`config.mk`:
```
export PLATFORM = sky130hd
export DESIGN_NAME = pipelined_cla_adder
export DESIGN_NICKNAME = d
export VERILOG_FILES = /design/src/rtl/cla_pkg.sv /design/src/rtl/cla_group.sv /design/src/rtl/pipelined_cla_adder.sv
export SDC_FILE = /design/constraint.sdc
export NUM_CORES = 1
export LEC_CHECK = 0
export ABC_AREA = 0
export BUFFER_PORTS_ARGS = -buffer_cell sky130_fd_sc_hd__buf_2
export CORE_UTILIZATION = 45
export DETAILED_ROUTE_END_ITERATION = 12
export PLACE_DENSITY = 0.7
export SYNTH_ARGS = -nofsm -noshare
export SYNTH_HDL_FRONTEND = slang
export SYNTH_SLANG_ARGS = --single-unit
```
`constraint.sdc`:
```
create_clock -name clk -period 2.55 [get_ports clk]
set_input_delay 0.51 -clock clk [delete_from_list [all_inputs] [get_ports clk]]
set_output_delay 0.51 -clock clk [all_outputs]
set_load 0.01 [all_outputs]
```
`src/rtl/cla_pkg.sv`:
```
// Shared sizing helpers for the pipelined carry-lookahead adder.
// Combinational only; no handshake.
// Group counts derive from WIDTH/BLOCK/STAGES at elaboration.
package cla_pkg;

  localparam int DEF_WIDTH  = 16;
  localparam int DEF_BLOCK  = 4;
  localparam int DEF_STAGES = 2;

  function automatic int num_groups(input int width, input int block);
    return width / block;
  endfunction

  function automatic int groups_per_stage(input int width, input int block, input int stages);
    return width / (block * stages);
  endfunction

endpackage

```
`src/rtl/cla_group.sv`:
```
// BLOCK-bit lookahead group: sum bits plus group propagate/generate.
// Purely combinational, zero latency.
// No handshake; the enclosing stage registers own flow control.
module cla_group #(
  parameter int BLOCK = 4
) (
  input  logic [BLOCK-1:0] a,
  input  logic [BLOCK-1:0] b,
  input  logic             ci,
  output logic [BLOCK-1:0] s,
  output logic             gp,
  output logic             gg
);

  logic [BLOCK-1:0] p;
  logic [BLOCK-1:0] g;
  logic [BLOCK-1:0] c;
  logic             acc;
  logic             pp;

  assign p = a ^ b;
  assign g = a & b;
  assign s = p ^ c;
  assign gp = &p;

  // Every bit carry is a flat sum-of-products of g/p and ci, not a ripple.
  always_comb begin
    c   = '0;
    gg  = 1'b0;
    acc = 1'b0;
    pp  = 1'b1;
    for (int j = 0; j < BLOCK; j++) begin
      acc = 1'b0;
      pp  = 1'b1;
      for (int i = j - 1; i >= 0; i--) begin
        acc = acc | (g[i] & pp);
        pp  = pp & p[i];
      end
      c[j] = acc | (pp & ci);
    end
    acc = 1'b0;
    pp  = 1'b1;
    for (int i = BLOCK - 1; i >= 0; i--) begin
      acc = acc | (g[i] & pp);
      pp  = pp & p[i];
    end
    gg = acc;
  end

endmodule

```
`src/rtl/pipelined_cla_adder.sv`:
```
// Pipelined CLA: sum = a + b + cin, BLOCK-bit groups resolved over STAGES register stages.
// Latency STAGES cycles; one result per cycle; global stall when out_valid && !out_ready.
// Optional CLA_OVERFLOW_EN adds a registered signed-overflow output ovf.
module pipelined_cla_adder
  import cla_pkg::*;
#(
  parameter int WIDTH  = DEF_WIDTH,
  parameter int BLOCK  = DEF_BLOCK,
  parameter int STAGES = DEF_STAGES
) (
  input  logic             clk,
  input  logic             rst_n,
  input  logic             in_valid,
  output logic             in_ready,
  input  logic [WIDTH-1:0] a,
  input  logic [WIDTH-1:0] b,
  input  logic             cin,
  output logic             out_valid,
  input  logic             out_ready,
  output logic [WIDTH-1:0] sum,
  output logic             cout
`ifdef CLA_OVERFLOW_EN
  ,
  output logic             ovf
`endif
);

  localparam int NG = num_groups(WIDTH, BLOCK);
  localparam int G  = groups_per_stage(WIDTH, BLOCK, STAGES);

  // Operands ride along until their groups are consumed; s fills in stage by stage.
  typedef struct packed {
    logic [WIDTH-1:0] a;
    logic [WIDTH-1:0] b;
    logic [WIDTH-1:0] s;
    logic             c;
  } payload_t;

  payload_t          st_d [STAGES];
  payload_t          st_q [STAGES];
  logic [STAGES-1:0] vld_q;
  logic              advance;

  assign advance   = !out_valid || out_ready;
  assign in_ready  = advance;
  assign out_valid = vld_q[STAGES-1];
  assign sum       = st_q[STAGES-1].s;
  assign cout      = st_q[STAGES-1].c;

  for (genvar k = 0; k < STAGES; k++) begin : g_stage
    payload_t         sin;
    payload_t         sout;
    logic [G-1:0]     gp;
    logic [G-1:0]     gg;
    logic [G:0]       gc;
    logic [BLOCK-1:0] gs [G];
    logic             acc;
    logic             pp;

    if (k == 0) begin : g_first
      assign sin = '{a: a, b: b, s: '0, c: cin};
    end else begin : g_next
      assign sin = st_q[k-1];
    end

    for (genvar j = 0; j < G; j++) begin : g_grp
      cla_group #(.BLOCK(BLOCK)) u_grp (
        .a  (sin.a[(k*G+j)*BLOCK +: BLOCK]),
        .b  (sin.b[(k*G+j)*BLOCK +: BLOCK]),
        .ci (gc[j]),
        .s  (gs[j]),
        .gp (gp[j]),
        .gg (gg[j])
      );
    end

    // Second-level lookahead across this stage's groups from the registered stage carry.
    always_comb begin
      gc  = '0;
      acc = 1'b0;
      pp  = 1'b1;
      for (int j = 0; j <= G; j++) begin
        acc = 1'b0;
        pp  = 1'b1;
        for (int i = j - 1; i >= 0; i--) begin
          acc = acc | (gg[i] & pp);
          pp  = pp & gp[i];
        end
        gc[j] = acc | (pp & sin.c);
      end
    end

    always_comb begin
      sout = sin;
      for (int j = 0; j < G; j++) begin
        sout.s[(k*G+j)*BLOCK +: BLOCK] = gs[j];
      end
      sout.c = gc[G];
    end

    assign st_d[k] = sout;
  end

  always_ff @(posedge clk or negedge rst_n) begin
    if (!rst_n) begin
      vld_q <= '0;
      for (int k = 0; k < STAGES; k++) begin
        st_q[k] <= '0;
      end
    end else if (advance) begin
      vld_q[0] <= in_valid;
      for (int k = 1; k < STAGES; k++) begin
        vld_q[k] <= vld_q[k-1];
      end
      for (int k = 0; k < STAGES; k++) begin
        st_q[k] <= st_d[k];
      end
    end
  end

`ifdef CLA_OVERFLOW_EN
  logic msb_carry;
  logic ovf_q;

  // Carry into the MSB recovered from the final-stage sum bit and its operands.
  assign msb_carry = st_d[STAGES-1].a[WIDTH-1] ^ st_d[STAGES-1].b[WIDTH-1]
                   ^ st_d[STAGES-1].s[WIDTH-1];

  always_ff @(posedge clk or negedge rst_n) begin
    if (!rst_n) begin
      ovf_q <= 1'b0;
    end else if (advance) begin
      ovf_q <= msb_carry ^ st_d[STAGES-1].c;
    end
  end

  assign ovf = ovf_q;
`endif

  logic unused_ok;
  assign unused_ok = ^{NG};

endmodule
```
[After elaboration in Yosys (flattened, before gate mapping)]
Cells that the tools add are included.
Operators by class
  $add $sub $neg: 0
  multipliers: 0
  divide/modulo/power cells: 0
  order comparisons: 0
  equality and inequality tests: 0
  shift operators: 0
  muxes and demuxes: 0
  bitwise operators: 118
  reduce and logical (&&, ||, !) cells: 6
Operators by type and width (count)
  $and A1 B1 Y1: 64
  $or A1 B1 Y1: 42
  $xor A4 B4 Y4: 8
  $and A4 B4 Y4: 4
  $reduce_and A4 Y1: 4
  $logic_not A1 Y1: 1
  $logic_or A1 B1 Y1: 1
Word-level totals
  register bits after elaboration: 60
  latch bits: 0
  RAM bits: 0
  ROM bits: 0
  input bits: 37
  output and inout port bits: 19
  word-level logic and storage cells: 131
  memories: 0

[Longest topological paths before layout]
  word-level depth: 9
  gate-level depth with buffers: 7
  mapped depth without buffers: 7

[Hierarchy]
Synthesis repeated with hierarchy kept, for this count alone.
Second synthesis, totals
  cells, all modules: 172
  area, all modules: 2401.1 sq um
By module, submodules not included
  pipelined_cla_adder: times used 1, cells an instance 100, area an instance 1765.4 sq um, sequential area each 1101.1 sq um
  cla_group at g_stage[0].g_grp[0].u_grp ...: times used 3, cells an instance 17, area an instance 155.1 sq um, sequential area each 0.0 sq um
  cla_group at g_stage[1].g_grp[1].u_grp: times used 1, cells an instance 21, area an instance 170.2 sq um, sequential area each 0.0 sq um

[Least setup slack after synthesis]
No wires, ideal clock.
  path type: input to register
  start: input a[0]
  end: register st_q (netlist bit g_stage[1].sin[6])
  library setup time: 0.128 ns
  data arrival time: 1.998 ns
  data required time: 2.422 ns
  setup slack: 0.424 ns
  stages: 7
  buffers on the path: 0
  cells stage by stage: ha_1 -> a211oi_2 -> o21bai_1 -> a21o_1 -> fa_1 -> xnor2_1 -> o21ai_0
Between the ends
  word-level cells in the longest chain between the ends: 7
  elaborated cells on any way between the ends: 10
  classes of those cells: 9 x bitwise; 1 x reduce/logical
Ends and longest elaborated chain
  start, declared: RTL line pipelined_cla_adder.sv:15  | input logic [WIDTH-1:0] a,
  $xor A4 B4 Y4 / $and A4 B4 Y4 (equally long branches): RTL line cla_group.sv:21, cla_group.sv:22
  $reduce_and A4 Y1 / $and A1 B1 Y1 (equally long branches): RTL line cla_group.sv:24, cla_group.sv:44
  $and A1 B1 Y1 / $or A1 B1 Y1 (equally long branches): RTL line pipelined_cla_adder.sv:89, cla_group.sv:44
  $or A1 B1 Y1 *: RTL line pipelined_cla_adder.sv:89  | gc[j] = acc | (pp & sin.c);
  $and A1 B1 Y1 *: RTL line cla_group.sv:39  | c[j] = acc | (pp & ci);
  $or A1 B1 Y1 *: RTL line cla_group.sv:39
  $xor A4 B4 Y4 *: RTL line cla_group.sv:23  | assign s = p ^ c;
  end signal, assigned by index: RTL line pipelined_cla_adder.sv:116  | st_q[k] <= st_d[k];
  end, declared: RTL line pipelined_cla_adder.sv:40  | payload_t st_q [STAGES];
Every way passes the cells marked *; elsewhere a longest branch is shown, timed or not.
A chain may end at the register's enable or synchronous reset.

[Worst setup path after layout]
  start: register st_q (netlist bit g_stage[1].sin[25])
  end: register st_q (netlist bit sum[13])
Between the ends
  word-level cells in the longest chain between the ends: 7
  elaborated cells on any way between the ends: 10
  classes of those cells: 9 x bitwise; 1 x reduce/logical
Ends and longest elaborated chain (RTL line)
  $xor A4 B4 Y4 / $and A4 B4 Y4 (equally long branches): cla_group.sv:21, cla_group.sv:22
  $reduce_and A4 Y1 / $and A1 B1 Y1 (equally long branches): cla_group.sv:24, cla_group.sv:44
  $and A1 B1 Y1 / $or A1 B1 Y1 (equally long branches): pipelined_cla_adder.sv:89, cla_group.sv:44
  $or A1 B1 Y1 *: pipelined_cla_adder.sv:89
  $and A1 B1 Y1 *: cla_group.sv:39
  $or A1 B1 Y1 *: cla_group.sv:39
  $xor A4 B4 Y4 *: cla_group.sv:23
Marked as above.

==> results <==
- The flow ran to the end, and the final reports show no timing, DRC or antenna violations.
- After synthesis the netlist holds a flip-flop and latch count of 44.
- The detailed-route via count is between 1500 and 2000.
- The initial antenna violation count is 0.
- The HPWL after detailed placement is roughly 3300 um.
- Dividing the final minimum period by the clock period gives between 80% and 90%.
- The site row count is 25.
- The standard cell area after detailed placement is roughly 0.0027 sq mm.
- In the final design database the tool counted approximately 360 nets.
- In this run the tightest slew margin relative to its limit is a little over two thirds.
- The final-report hold violation count is 0.
- The required time of the worst setup path is between 2000 and 3000 ps.
- The startpoint identified for the worst register-to-register timing path is g_stage[1].sin[25]$_DFFE_PN0P_.
- The min-delay analysis places its worst path in the category input pin to async pin.
- The multiplexer area fraction after synthesis is 0%.
- The core utilization of the finished layout is between 50 and 60%.
- The count of synthesis-stage warnings from yosys is 0.
- The count of unresolved DRC violations after routing is 0.
- Clock latency on the worst-skew pair, taken at its later pin, is slightly below 300 ps.
- The detailed router finished its first iteration with 40 violations.
- The post-detailed-routing wire length is between 4000 and 5000 um.
- The endpoint of the worst register-to-register path is sum[13]$_DFFE_PN0P_.
- The CTS H-tree depth is 2.
- The via count of the first global-routing pass was 1680.
- Counting flops with an async set or reset pin after synthesis yields a share of 100.0%.
- 56 I/O pins were placed.
- The max-capacitance violation count is 0.
- After synthesis, the netlist uses 31 different library cells.
- The via density per instance is between 4 and 5.
- The total global routing overflow is 0.
- In the final layout, the multi-input gates occupy 0.001127 sq mm.
- Dividing total power by cell area gives a power density of between 700 and 800 mW/mm^2.
- The final weighted congestion in routability-driven placement is around 0.74.
- The sequential fraction of the synthesis area is between 40% and 50%.
- Global routing used ~18% of the available tracks across all layers.
- The filler cell count is roughly 480.
- The die is approximately 73 um wide.
- The setup path with the least slack is of type register to register.
- The total of buffers placed on input and output ports is 55.
- The worst register-to-register path has a setup slack of 380 ps.
- The total CTS buffers is 5.
- The startpoint type of the worst setup path is a register.
- For this run, the leading register cell type out of synthesis is dfrtp_1.
- The area share of and/or/nand/nor cells after synthesis is 21.49%.
- The number of gates resized after CTS was 0.
- After synthesis, the mean cell area works out to ~9.3 sq um.
- The area of the core region is between 0.004 and 0.005 sq mm.
- The clock arrives with ~7.4 ps of skew.
- The maximum resistive drop on vdd is 0.0003041 V.
- The data arrival time at the worst-slack endpoint is 2330 ps.
- Summing all non-filler instances in the final layout gives an area of approximately 0.0027 sq mm.
- Entering global routing, the biggest net connects 44 pins.
- Counting cells, the worst reg-to-reg path comes to 7.
- The post-synthesis compound-gate area fraction is 12.73%.
- The clock transition time at the flip-flop clock pins of the worst setup and hold paths is ~80 ps.
- Setup repair after global routing left no endpoint under its margin.
- The number of buffers inserted by hold repair at cts is 0.
- Counting every sink on the clock net gives 44.
- The initial core utilization is between 40% and 50%.
- The library cell used most frequently in the layout, excluding fill and tap cells, is nand2_1.
- The area share of fa/ha/maj cells after synthesis is ~12%.
- The gate count of the mapped netlist is ~250.
- Setup total negative slack on the finished layout was measured at 0 ps.
- The tree is rooted in a clkbuf_8.
- The analysis attributes to cell leakage a power of 1.425 nW.
- The number of antenna diodes is 0.
- The number of enable-type register cells in the synthesized netlist is 0.
- From bottom edge to top edge, the die measures 73.49 um.
- The largest fanout on the critical path is 3.
- The number of setup buffers added after CTS is 0.
- The net count after synthesis is approximately 300.
- The area growth from synthesis to layout is 19.21%.
- The area occupied by registers is ~0.0011 sq mm.
- In this run the remaining antenna-violating nets after routing total 0.
- The top cell types in the final layout, fill and taps aside, are nand2_1 (87), buf_2 (55), dfrtp_1 (44), ha_1 (16), a21oi_1 (14).
- The share of layout cells above drive strength 1 is 24.84%.
- The floorplan die area is between 0.005 and 0.006 sq mm.
- The wire length of the first global-routing pass is between 7000 and 8000 um.
- The CTS tree is done.
- The max-slew violation total from the final report is 0.
- The worst hold slack after final layout is just over 60 ps.
- The setup-violating endpoint count in the final report is 0.
- Of the total synthesized cell area, the portion taken by XOR and XNOR cells is ~2.3%.
- Dividing the detail-routed wire length by the instance count gives ~12 um.
- The first-pass iteration count of the detailed router is 6.
- Static timing analysis puts the maximum clock frequency at 461.8 MHz.
- The post-layout minimum cycle time is roughly 2200 ps.
- The overall power consumption is slightly above 2 mW.
- The largest buffer count on any clock path is 2.
- Summing every instance area after synthesis gives approximately 0.0023 sq mm.
- The slew at the pin with the worst max-slew slack is 438.1 ps.
- The critical path endpoint category is a register.
- The main combinational cell family by area after synthesis is simple AND/OR/NAND/NOR gates.
==> flip-flops by register name, summed over array words and instances (netlist names) <==
signal / cells
g_stage.sin: 24
vld_q: 2
g_stage.gc: 1
cout: 1
sum: 16
==> per-stage QoR <==
step	instances	worst slack, ps
CTS	373	365.7
finish	373	384.7
global route	373	181.6
floorplan	248	423.7
detailed placement	365	209.7
global placement	365	249.1
==> metal layers <==
metal	share of wire, %	wire, um	track usage [%]
met1	48	2086	23.41
met2	46	2001	29.15
met3	3.8	162	4.115
met4	1.6	68	6.410
met5	0	0	0
==> synth_stat cells, types with 4 or more instances <==
| library cell | number | area, sq um |
|---|---|---|
| nand2_1 | 87 | 326.6 |
| dfrtp_1 | 44 | 1101 |
| buf_2 | 9 | 45.04 |
| fa_1 | 4 | 80.08 |
| inv_1 | 6 | 22.52 |
| nand3_1 | 4 | 20.02 |
| o21ai_0 | 5 | 25.02 |
| a21oi_1 | 14 | 70.07 |
| xnor2_1 | 4 | 35.03 |
| nand3b_1 | 4 | 30.03 |
| nor2_1 | 10 | 37.54 |
| o21ai_1 | 9 | 45.04 |
| ha_1 | 16 | 200.2 |
==> critical path: stages, from the launching register on <==
cell and delay [ps]:
dfrtp_1 390, ha_1 320, a211oi_2 310, o21bai_1 160, a21o_1 220, fa_1 430
xnor2_1 150, o21ai_0 80
==> layout make-up <==
| type | count | share of cell area (%) |
|---|---|---|
| tap | 67 | 3.058 |
| clock buffer | 8 | 3.286 |
| sequential | 44 | 40.16 |
| inverter | 7 | 0.9585 |
| timing repair buffer | 60 | 11.41 |
| multi-input combinational | 187 | 41.12 |
==> kinds of logic after synthesis <==
logic type	count (synthesis)
buffers and inverters	17
flip-flops	44
AND/OR/NAND/NOR	117
AO/OA/AOI/OAI	44
XOR/XNOR	6
adder cells (fa/ha/maj)	20
==> worst max-delay path by stage <==
stage,start,endpoint,cells after the start
CTS,g_stage[1].sin[25]$_DFFE_PN0P_,sum[13]$_DFFE_PN0P_,7
global route,g_stage[1].sin[25]$_DFFE_PN0P_,sum[13]$_DFFE_PN0P_,7
finish,g_stage[1].sin[25]$_DFFE_PN0P_,sum[13]$_DFFE_PN0P_,7
detailed placement,a[0],g_stage[1].sin[6]$_DFFE_PN0P_,8
global placement,a[0],g_stage[1].sin[6]$_DFFE_PN0P_,8
floorplan,a[0],g_stage[1].sin[6]$_DFFE_PN0P_,7
==> report_power, final <==
group	internal [mW]	switching (mW)	total, mW
Sequential	0.866	0.0957	0.961
Combinational	0.297	0.366	0.663
Clock	0.221	0.226	0.447
Total	1.38	0.687	2.07
No activity file was read; power rests on OpenSTA's default activity.
